--- src/rtl/error_gpack.sv ---
// Shared definitions for the error-checker / error-corrector slice.
//   ener_bitwidth       : default width of the flag energies
//   flag_code_t         : flag code for the default configuration (N = 4)
//   flag_none           : code meaning "no flag at this position"
//   flag_kind_e         : classification of a flag code against N
//   flag_kind()         : split a code into none / add / subtract / invalid
//   flag_pattern_index(): pattern number addressed by an add or subtract code
package error_gpack;

    localparam int unsigned ener_bitwidth      = 8;
    localparam int unsigned flag_code_bitwidth = 4;   // $clog2(2*4+1)
    localparam int unsigned sum_bitwidth_min   = 5;

    typedef logic [flag_code_bitwidth-1:0] flag_code_t;

    localparam flag_code_t flag_none = '0;

    typedef enum logic [1:0] {
        FLAG_KIND_NONE,
        FLAG_KIND_ADD,
        FLAG_KIND_SUB,
        FLAG_KIND_BAD
    } flag_kind_e;

    // Codes 1..n add pattern code-1, n+1..2n subtract pattern code-n-1.
    function automatic flag_kind_e flag_kind(input int unsigned code,
                                             input int unsigned n);
        if (code == 0)
            return FLAG_KIND_NONE;
        else if (code <= n)
            return FLAG_KIND_ADD;
        else if (code <= 2 * n)
            return FLAG_KIND_SUB;
        else
            return FLAG_KIND_BAD;
    endfunction

    // Only meaningful for add/subtract codes.
    function automatic int unsigned flag_pattern_index(input int unsigned code,
                                                       input int unsigned n);
        if (code <= n)
            return code - 1;
        else
            return code - n - 1;
    endfunction

endpackage

--- src/rtl/flag_window_resolver.sv ---
// Greedy flag acceptance for one symbol word (purely combinational).
//   i_en_correct    : 0 -> nothing accepted and nothing counted as dropped
//   i_sd_flags      : flag code per position
//   i_sd_flags_ener : flag energy per position
//   i_ener_thresh   : largest energy still accepted
//   i_carry_claim   : positions 0..D-2 already claimed by the previous word
//   o_accept        : per-position accepted flag
//   o_drop          : per-position dropped (nonzero, not accepted) flag
//   o_claim_out     : claims spilling into positions 0..D-2 of the next word
//   o_num_accept    : number of accepted flags in this word
//   o_num_drop      : number of dropped flags in this word
module flag_window_resolver #(
    parameter int unsigned width                   = 16,
    parameter int unsigned num_of_trellis_patterns = 4,
    parameter int unsigned trellis_pattern_depth   = 4,
    parameter int unsigned ener_bitwidth           = 8,
    localparam int unsigned FLAG_W   = $clog2(2 * num_of_trellis_patterns + 1),
    localparam int unsigned CNT_IN_W = $clog2(width + 1)
) (
    input  logic                               i_en_correct,
    input  logic [FLAG_W-1:0]                  i_sd_flags      [width],
    input  logic [ener_bitwidth-1:0]           i_sd_flags_ener [width],
    input  logic [ener_bitwidth-1:0]           i_ener_thresh,
    input  logic [trellis_pattern_depth-2:0]   i_carry_claim,
    output logic [width-1:0]                   o_accept,
    output logic [width-1:0]                   o_drop,
    output logic [trellis_pattern_depth-2:0]   o_claim_out,
    output logic [CNT_IN_W-1:0]                o_num_accept,
    output logic [CNT_IN_W-1:0]                o_num_drop
);
    import error_gpack::*;

    localparam int unsigned D = trellis_pattern_depth;

    // Claim map over the current word plus the D-1 slots it can spill into.
    logic [width+D-2:0] w_claim;
    logic               w_free;
    logic               w_ok;

    always_comb begin
        w_claim        = '0;
        w_claim[D-2:0] = i_carry_claim;
        w_free         = 1'b0;
        w_ok           = 1'b0;
        o_accept       = '0;
        o_drop         = '0;
        o_num_accept   = '0;
        o_num_drop     = '0;
        // Position order matters: an earlier accepted window blocks later flags.
        for (int unsigned i = 0; i < width; i++) begin
            if (32'(i_sd_flags[i]) != 32'(flag_none)) begin
                w_free = (w_claim[i +: D] == '0);
                w_ok   = i_en_correct
                      && (flag_kind(32'(i_sd_flags[i]), num_of_trellis_patterns) != FLAG_KIND_BAD)
                      && (i_sd_flags_ener[i] <= i_ener_thresh)
                      && w_free;
                if (w_ok) begin
                    w_claim[i +: D] = '1;
                    o_accept[i]     = 1'b1;
                    o_num_accept    = o_num_accept + CNT_IN_W'(1);
                end else if (i_en_correct) begin
                    o_drop[i]  = 1'b1;
                    o_num_drop = o_num_drop + CNT_IN_W'(1);
                end
            end
        end
        o_claim_out = w_claim[width +: D-1];
    end

endmodule

--- src/rtl/error_flag_corrector.sv ---
// Applies flagged trellis error patterns to a PAM4 symbol word stream.
//   clk, rstb         : clock, asynchronous active-low reset
//   valid_in          : input word valid
//   symbols_in        : PAM4 codes 0..3 per position
//   sd_flags          : flag code per position (0 none, 1..N add, N+1..2N subtract)
//   sd_flags_ener     : flag energy per position
//   trellis_patterns  : static signed error patterns [N][D]
//   ener_thresh       : largest energy at which a flag is accepted
//   en_correct        : 0 -> pass-through (pending carry is still applied)
//   clr_stats         : synchronous counter clear, wins over increments
//   valid_out         : registered word valid, one cycle after valid_in
//   symbols_out       : corrected symbols, held across invalid cycles
//   num_applied       : saturating count of accepted flags
//   num_dropped       : saturating count of dropped flags
// Windows crossing the word end are carried (offsets + claims) into the next
// valid word. Requires 2 <= trellis_pattern_depth <= width.
module error_flag_corrector #(
    parameter int unsigned width                   = 16,
    parameter int unsigned num_of_trellis_patterns = 4,
    parameter int unsigned trellis_pattern_depth   = 4,
    parameter int unsigned branch_bitwidth         = 2,
    parameter int unsigned ener_bitwidth           = error_gpack::ener_bitwidth,
    parameter int unsigned cnt_bitwidth            = 16,
    localparam int unsigned FLAG_W = $clog2(2 * num_of_trellis_patterns + 1)
) (
    input  logic                              clk,
    input  logic                              rstb,
    input  logic                              valid_in,
    input  logic        [1:0]                 symbols_in       [width],
    input  logic        [FLAG_W-1:0]          sd_flags         [width],
    input  logic        [ener_bitwidth-1:0]   sd_flags_ener    [width],
    input  logic signed [branch_bitwidth-1:0] trellis_patterns [num_of_trellis_patterns][trellis_pattern_depth],
    input  logic        [ener_bitwidth-1:0]   ener_thresh,
    input  logic                              en_correct,
    input  logic                              clr_stats,
    output logic                              valid_out,
    output logic        [1:0]                 symbols_out      [width],
    output logic        [cnt_bitwidth-1:0]    num_applied,
    output logic        [cnt_bitwidth-1:0]    num_dropped
);
    import error_gpack::*;

    localparam int unsigned D         = trellis_pattern_depth;
    localparam int unsigned CARRY_N   = D - 1;
    localparam int unsigned EXT_N     = width + CARRY_N;
    localparam int unsigned OFS_W     = branch_bitwidth + 1;
    localparam int unsigned SUM_W     = (OFS_W + 2 > sum_bitwidth_min) ? OFS_W + 2 : sum_bitwidth_min;
    localparam int unsigned CNT_IN_W  = $clog2(width + 1);
    localparam int unsigned PAT_IDX_W = (num_of_trellis_patterns > 1) ? $clog2(num_of_trellis_patterns) : 1;

    // Registered state
    logic                    r_valid;
    logic        [1:0]       r_sym       [width];
    logic signed [OFS_W-1:0] r_carry_ofs [CARRY_N];
    logic        [CARRY_N-1:0] r_carry_claim;
    logic [cnt_bitwidth-1:0] r_num_applied;
    logic [cnt_bitwidth-1:0] r_num_dropped;

    // Resolver results
    logic [width-1:0]        w_accept;
    logic [width-1:0]        w_drop;
    logic [CARRY_N-1:0]      w_claim_out;
    logic [CNT_IN_W-1:0]     w_num_accept;
    logic [CNT_IN_W-1:0]     w_num_drop;

    // Datapath
    logic signed [OFS_W-1:0] w_ofs       [EXT_N];
    logic signed [OFS_W-1:0] w_carry_ext [width];
    logic signed [SUM_W-1:0] w_sum       [width];
    logic        [1:0]       w_corr      [width];
    logic [PAT_IDX_W-1:0]    w_pat_idx;
    logic                    w_sub;
    logic signed [OFS_W-1:0] w_term;
    logic [cnt_bitwidth:0]   w_app_sum;
    logic [cnt_bitwidth:0]   w_drp_sum;
    logic [cnt_bitwidth-1:0] w_app_next;
    logic [cnt_bitwidth-1:0] w_drp_next;

    flag_window_resolver #(
        .width                   (width),
        .num_of_trellis_patterns (num_of_trellis_patterns),
        .trellis_pattern_depth   (trellis_pattern_depth),
        .ener_bitwidth           (ener_bitwidth)
    ) u_resolver (
        .i_en_correct    (en_correct),
        .i_sd_flags      (sd_flags),
        .i_sd_flags_ener (sd_flags_ener),
        .i_ener_thresh   (ener_thresh),
        .i_carry_claim   (r_carry_claim),
        .o_accept        (w_accept),
        .o_drop          (w_drop),
        .o_claim_out     (w_claim_out),
        .o_num_accept    (w_num_accept),
        .o_num_drop      (w_num_drop)
    );

    // Per-position offsets from accepted windows, including the spill slots.
    always_comb begin
        w_pat_idx = '0;
        w_sub     = 1'b0;
        w_term    = '0;
        for (int unsigned p = 0; p < EXT_N; p++)
            w_ofs[p] = '0;
        for (int unsigned i = 0; i < width; i++) begin
            if (w_accept[i]) begin
                w_pat_idx = PAT_IDX_W'(flag_pattern_index(32'(sd_flags[i]), num_of_trellis_patterns));
                w_sub     = (flag_kind(32'(sd_flags[i]), num_of_trellis_patterns) == FLAG_KIND_SUB);
                for (int unsigned j = 0; j < D; j++) begin
                    w_term       = OFS_W'(trellis_patterns[w_pat_idx][j]);
                    w_ofs[i + j] = w_ofs[i + j] + (w_sub ? -w_term : w_term);
                end
            end
        end
    end

    // Symbol + carry + current offset, saturated to 0..3.
    always_comb begin
        for (int unsigned p = 0; p < width; p++)
            w_carry_ext[p] = '0;
        for (int unsigned q = 0; q < CARRY_N; q++)
            w_carry_ext[q] = r_carry_ofs[q];
        for (int unsigned p = 0; p < width; p++) begin
            w_sum[p] = $signed(SUM_W'({1'b0, symbols_in[p]}))
                     + SUM_W'(w_carry_ext[p])
                     + SUM_W'(w_ofs[p]);
            if (w_sum[p][SUM_W-1])
                w_corr[p] = 2'd0;
            else if (w_sum[p][SUM_W-2:2] != '0)
                w_corr[p] = 2'd3;
            else
                w_corr[p] = w_sum[p][1:0];
        end
    end

    // Saturating counter updates.
    always_comb begin
        w_app_sum  = {1'b0, r_num_applied} + (cnt_bitwidth + 1)'(w_num_accept);
        w_drp_sum  = {1'b0, r_num_dropped} + (cnt_bitwidth + 1)'(w_num_drop);
        w_app_next = w_app_sum[cnt_bitwidth] ? '1 : w_app_sum[cnt_bitwidth-1:0];
        w_drp_next = w_drp_sum[cnt_bitwidth] ? '1 : w_drp_sum[cnt_bitwidth-1:0];
    end

    always_ff @(posedge clk or negedge rstb) begin
        if (!rstb) begin
            r_valid       <= 1'b0;
            r_carry_claim <= '0;
            r_num_applied <= '0;
            r_num_dropped <= '0;
            for (int unsigned p = 0; p < width; p++)
                r_sym[p] <= '0;
            for (int unsigned q = 0; q < CARRY_N; q++)
                r_carry_ofs[q] <= '0;
        end else begin
            r_valid <= valid_in;
            if (valid_in) begin
                for (int unsigned p = 0; p < width; p++)
                    r_sym[p] <= w_corr[p];
                for (int unsigned q = 0; q < CARRY_N; q++)
                    r_carry_ofs[q] <= w_ofs[width + q];
                r_carry_claim <= w_claim_out;
            end
            if (clr_stats) begin
                r_num_applied <= '0;
                r_num_dropped <= '0;
            end else if (valid_in) begin
                r_num_applied <= w_app_next;
                r_num_dropped <= w_drp_next;
            end
        end
    end

    assign valid_out   = r_valid;
    assign symbols_out = r_sym;
    assign num_applied = r_num_applied;
    assign num_dropped = r_num_dropped;

    // Dropped mask is only consumed through its count.
    logic w_unused;
    assign w_unused = ^w_drop;

endmodule

--- config.mk ---
export PLATFORM = sky130hd
export DESIGN_NAME = error_flag_corrector
export DESIGN_NICKNAME = d
export VERILOG_FILES = /design/src/rtl/error_gpack.sv /design/src/rtl/flag_window_resolver.sv /design/src/rtl/error_flag_corrector.sv
export SDC_FILE = /design/constraint.sdc
export NUM_CORES = 1
export LEC_CHECK = 0
export ABC_AREA = 1
export BUFFER_PORTS_ARGS = -buffer_cell sky130_fd_sc_hd__buf_4
export CORE_AREA = 2 2 206 208
export DETAILED_ROUTE_END_ITERATION = 8
export DIE_AREA = 0 0 208 210
export GPL_ROUTABILITY_DRIVEN = 0
export MAX_ROUTING_LAYER = met4
export PLACE_DENSITY = 0.78
export REMOVE_ABC_BUFFERS = 1
export SKIP_LAST_GASP = 1
export SYNTH_ARGS = -nofsm -noshare
export SYNTH_HDL_FRONTEND = slang
export SYNTH_HIERARCHICAL = 1
export SYNTH_SLANG_ARGS = --single-unit
--- constraint.sdc ---
create_clock -name clk -period 12.3 [get_ports clk]
set_input_delay 0.615 -clock clk [delete_from_list [all_inputs] [get_ports clk]]
set_output_delay 0.615 -clock clk [all_outputs]
set_load 0.02 [all_outputs]
==> reports/qor.csv <==
stage;metric;value;unit
sta;Final Max Slew Viols;0;
route;DRT Pass-1 Iters;9;
pwr;Sw Share;54.1;%
sta;Worst-Margin Slew;1.06;ns
cts;clk sinks;77;
sta;setup TNS;0;ns
pwr;Seq pwr share;14.0;%
finish;fillers;3960;
synthesis;Mapped Area;24700;µm²
worst_setup_path;critical path required time;12.60;ns
route;Vias;27500;
cts;clk slew on worst S/H paths;0.07;ns
global_routing;largest net degree at the start of global routing;62;
sta;clk_skew;0.00713;ns
route;Initial DRC Count;2849;
pwr;Leak;15.6;nW
floorplanning;CORE AREA;41500;µm²
worst_setup_path;CP endpoint kind;register;
sta;Finish-stage setup viols;0;
floorplanning;initial core utilization;59.5;%
route;vias per std cell;5.53;
cts;CTS tree;built;
worst_setup_path;Largest stage delay, worst path;0.43;ns
route;WL/cell;16.1;µm
synthesis;Syn Area/Cell;5.89;µm²
cts;Clock Tree Buf Depth;2;
floorplanning;Row Count;75;
global_routing;GRT Residual Overflow;0;
cts;hold_buf cts;0;
floorplanning;die footprint;43700;µm²
pwr;Pwr per Cell Area;91.0;nW/µm²
floorplanning;# IOs;334;
route;final wirelength;79800;µm
sta;Final min period;11.37;ns
worst_setup_path;slowest cell on the critical path;fa_1;
worst_setup_path;type of origin of the critical path;input port;
sta;final hold viol count;0;
placement;DP HPWL;62400;µm
cts;H-tree Lvls;3;
cts;clk_lat worst skew;0.39;ns
pwr;Sw Pwr;0.00135;W
global_routing;global-route wire length before repair;128000;µm
min_path;Worst Hold Class;in2async;
route;DRC;0;
global_routing;antenna violations before repair;2;
global_routing;total global-route track usage;37.3;%
floorplanning;die extent in y;210;µm
cts;CTS Buf Count;9;
cts;Root Buffer;clkbuf_16;
placement;port bufs;333;
sta;Fmax;88.0;MHz
pwr;Pwr Total;0.00250;W
route;Routed Antenna Nets;0;
pwr;Peak VDD IR;0.0687;mV
worst_setup_path;CP Class;in2reg;
pwr;proportion of power drawn by combinational gates;74.4;%
finish;fin util;66.2;%
worst_setup_path;Arr. time, crit path;11.67;ns
synthesis;yosys warns;6;
flow_run;max cap viols;0;
worst_setup_path;worst-path fanout max;11;
floorplanning;Die W;208;µm
worst_setup_path;Crit path top cell by count;nand2_1;
sta;RSZ-0062 raised after global routing;no;
pwr;Int Power;0.00115;W
global_routing;vias in the first global route;25200;
sta;Rel. slew slack;29.2;%
finish;layout cell share with drive strength beyond 1;14.6;%
outcome;run status;completed;
synthesis;Cells after Synth;4192;
pwr;Clock power frac;11.6;%
finish;nets;5104;
finish;Area Growth Syn to Fin;11.1;%
sta;final worst path period share;92.4;%
==> cell usage in the layout, fill, tap and decap left out, types with 13 or more instances in the layout <==
cell,count
a31oi_1,32
o21ai_1,13
o21ai_0,196
o22ai_1,34
nor3_1,20
a21oi_1,206
dfrtp_1,77
inv_2,50
ha_1,345
nand2_2,92
inv_1,569
nand2_1,1417
clkinv_1,16
a21oi_2,19
nand3b_1,31
nor2_1,250
nand4_1,43
buf_4,349
nand3_2,35
nand3_1,378
fa_1,69
==> layer usage <==
| metal | up-vias | wire (µm) | GRT usage, % | part of all wire (%) |
|---|---|---|---|---|
| met1 | 12200 | 33200 | 46.8 | 42 |
| met2 | 1105 | 35800 | 60.6 | 45 |
| li1 | 14000 | - | - | - |
| met3 | 226 | 7330 | 5.15 | 9.2 |
| met4 | 0 | 3510 | 15.1 | 4.4 |
| met5 | - | 0 | - | 0 |
==> power groups by stage <==
| stage | sequential (W) | combinational (W) | clock (W) |
|---|---|---|---|
| floorplan | 0.000412 | 0.00125 | 0 |
| global route | 0.000357 | 0.00213 | 0.000304 |
| CTS | 0.000350 | 0.00184 | 0.000299 |
| finish | 0.000349 | 0.00186 | 0.000290 |
| global placement | 0.000355 | 0.00179 | 0 |
| detailed placement | 0.000354 | 0.00183 | 0 |
==> final cells by class <==
class / instances / area, µm² / area share, %
Multi-Input combinational cell: 3342 / 19500 / 71.0
Timing Repair Buffer: 349 / 2620 / 9.55
Inverter: 642 / 2430 / 8.85
Sequential cell: 77 / 1930 / 7.02
Tap cell: 539 / 674 / 2.46
Clock buffer: 9 / 225 / 0.821
Clock inverter: 7 / 65.1 / 0.237
Antenna cell: 3 / 7.51 / 0.0274
==> final timing paths <==
path,startpoint,to,slack [ns],cells after the start
max in group asynchronous,rstb,symbols_out[14]$_DFFE_PN0P_,11.01,2
setup / recovery,ener_thresh[6],num_applied[10]$_DFFE_PN0P_,0.93,72
setup reg to reg,r_carry_claim[2]$_DFFE_PN0P_,num_applied[10]$_DFFE_PN0P_,1.35,69
hold / removal,rstb,num_dropped[13]$_DFFE_PN0P_,0.08,1
hold reg to reg,symbols_out[22]$_DFFE_PN0P_,symbols_out[22]$_DFFE_PN0P_,0.48,2
min in group clk,symbols_out[22]$_DFFE_PN0P_,symbols_out[22]$_DFFE_PN0P_,0.48,2
==> registers in the layout, summed over array words and instances (netlist names) <==
register / count
symbols_out: 32
r_carry_claim: 3
valid_out: 1
num_dropped: 16
r_carry_ofs: 9
num_applied: 16
==> metrics by stage <==
step	hold slack [ns]	cell area [µm²]	cells	setup slack, ns
global route	0.0927	27400	4967	0.0144
global placement	0.462	27100	4948	0.818
detailed placement	0.466	27100	4948	0.532
finish	0.0794	27400	4968	0.935
floorplan	0.319	23800	4060	1.33
CTS	0.0748	27400	4964	0.937
==> worst max-delay path: cells and delay by family <==
family,cells,cell delay [ns]
adders and majority gates,16,4.63
AOI/OAI and AO/OA,9,1.11
buffers and inverters,10,0.91
and+or+nand+nor,37,4.40
==> timing repair <==
item | 4_1_cts | 5_1_grt
resized for setup | 0 | 5
setup endpoints to repair | 0 | 10
setup buffers | 0 | 0
(Power assumes the default switching activity.)
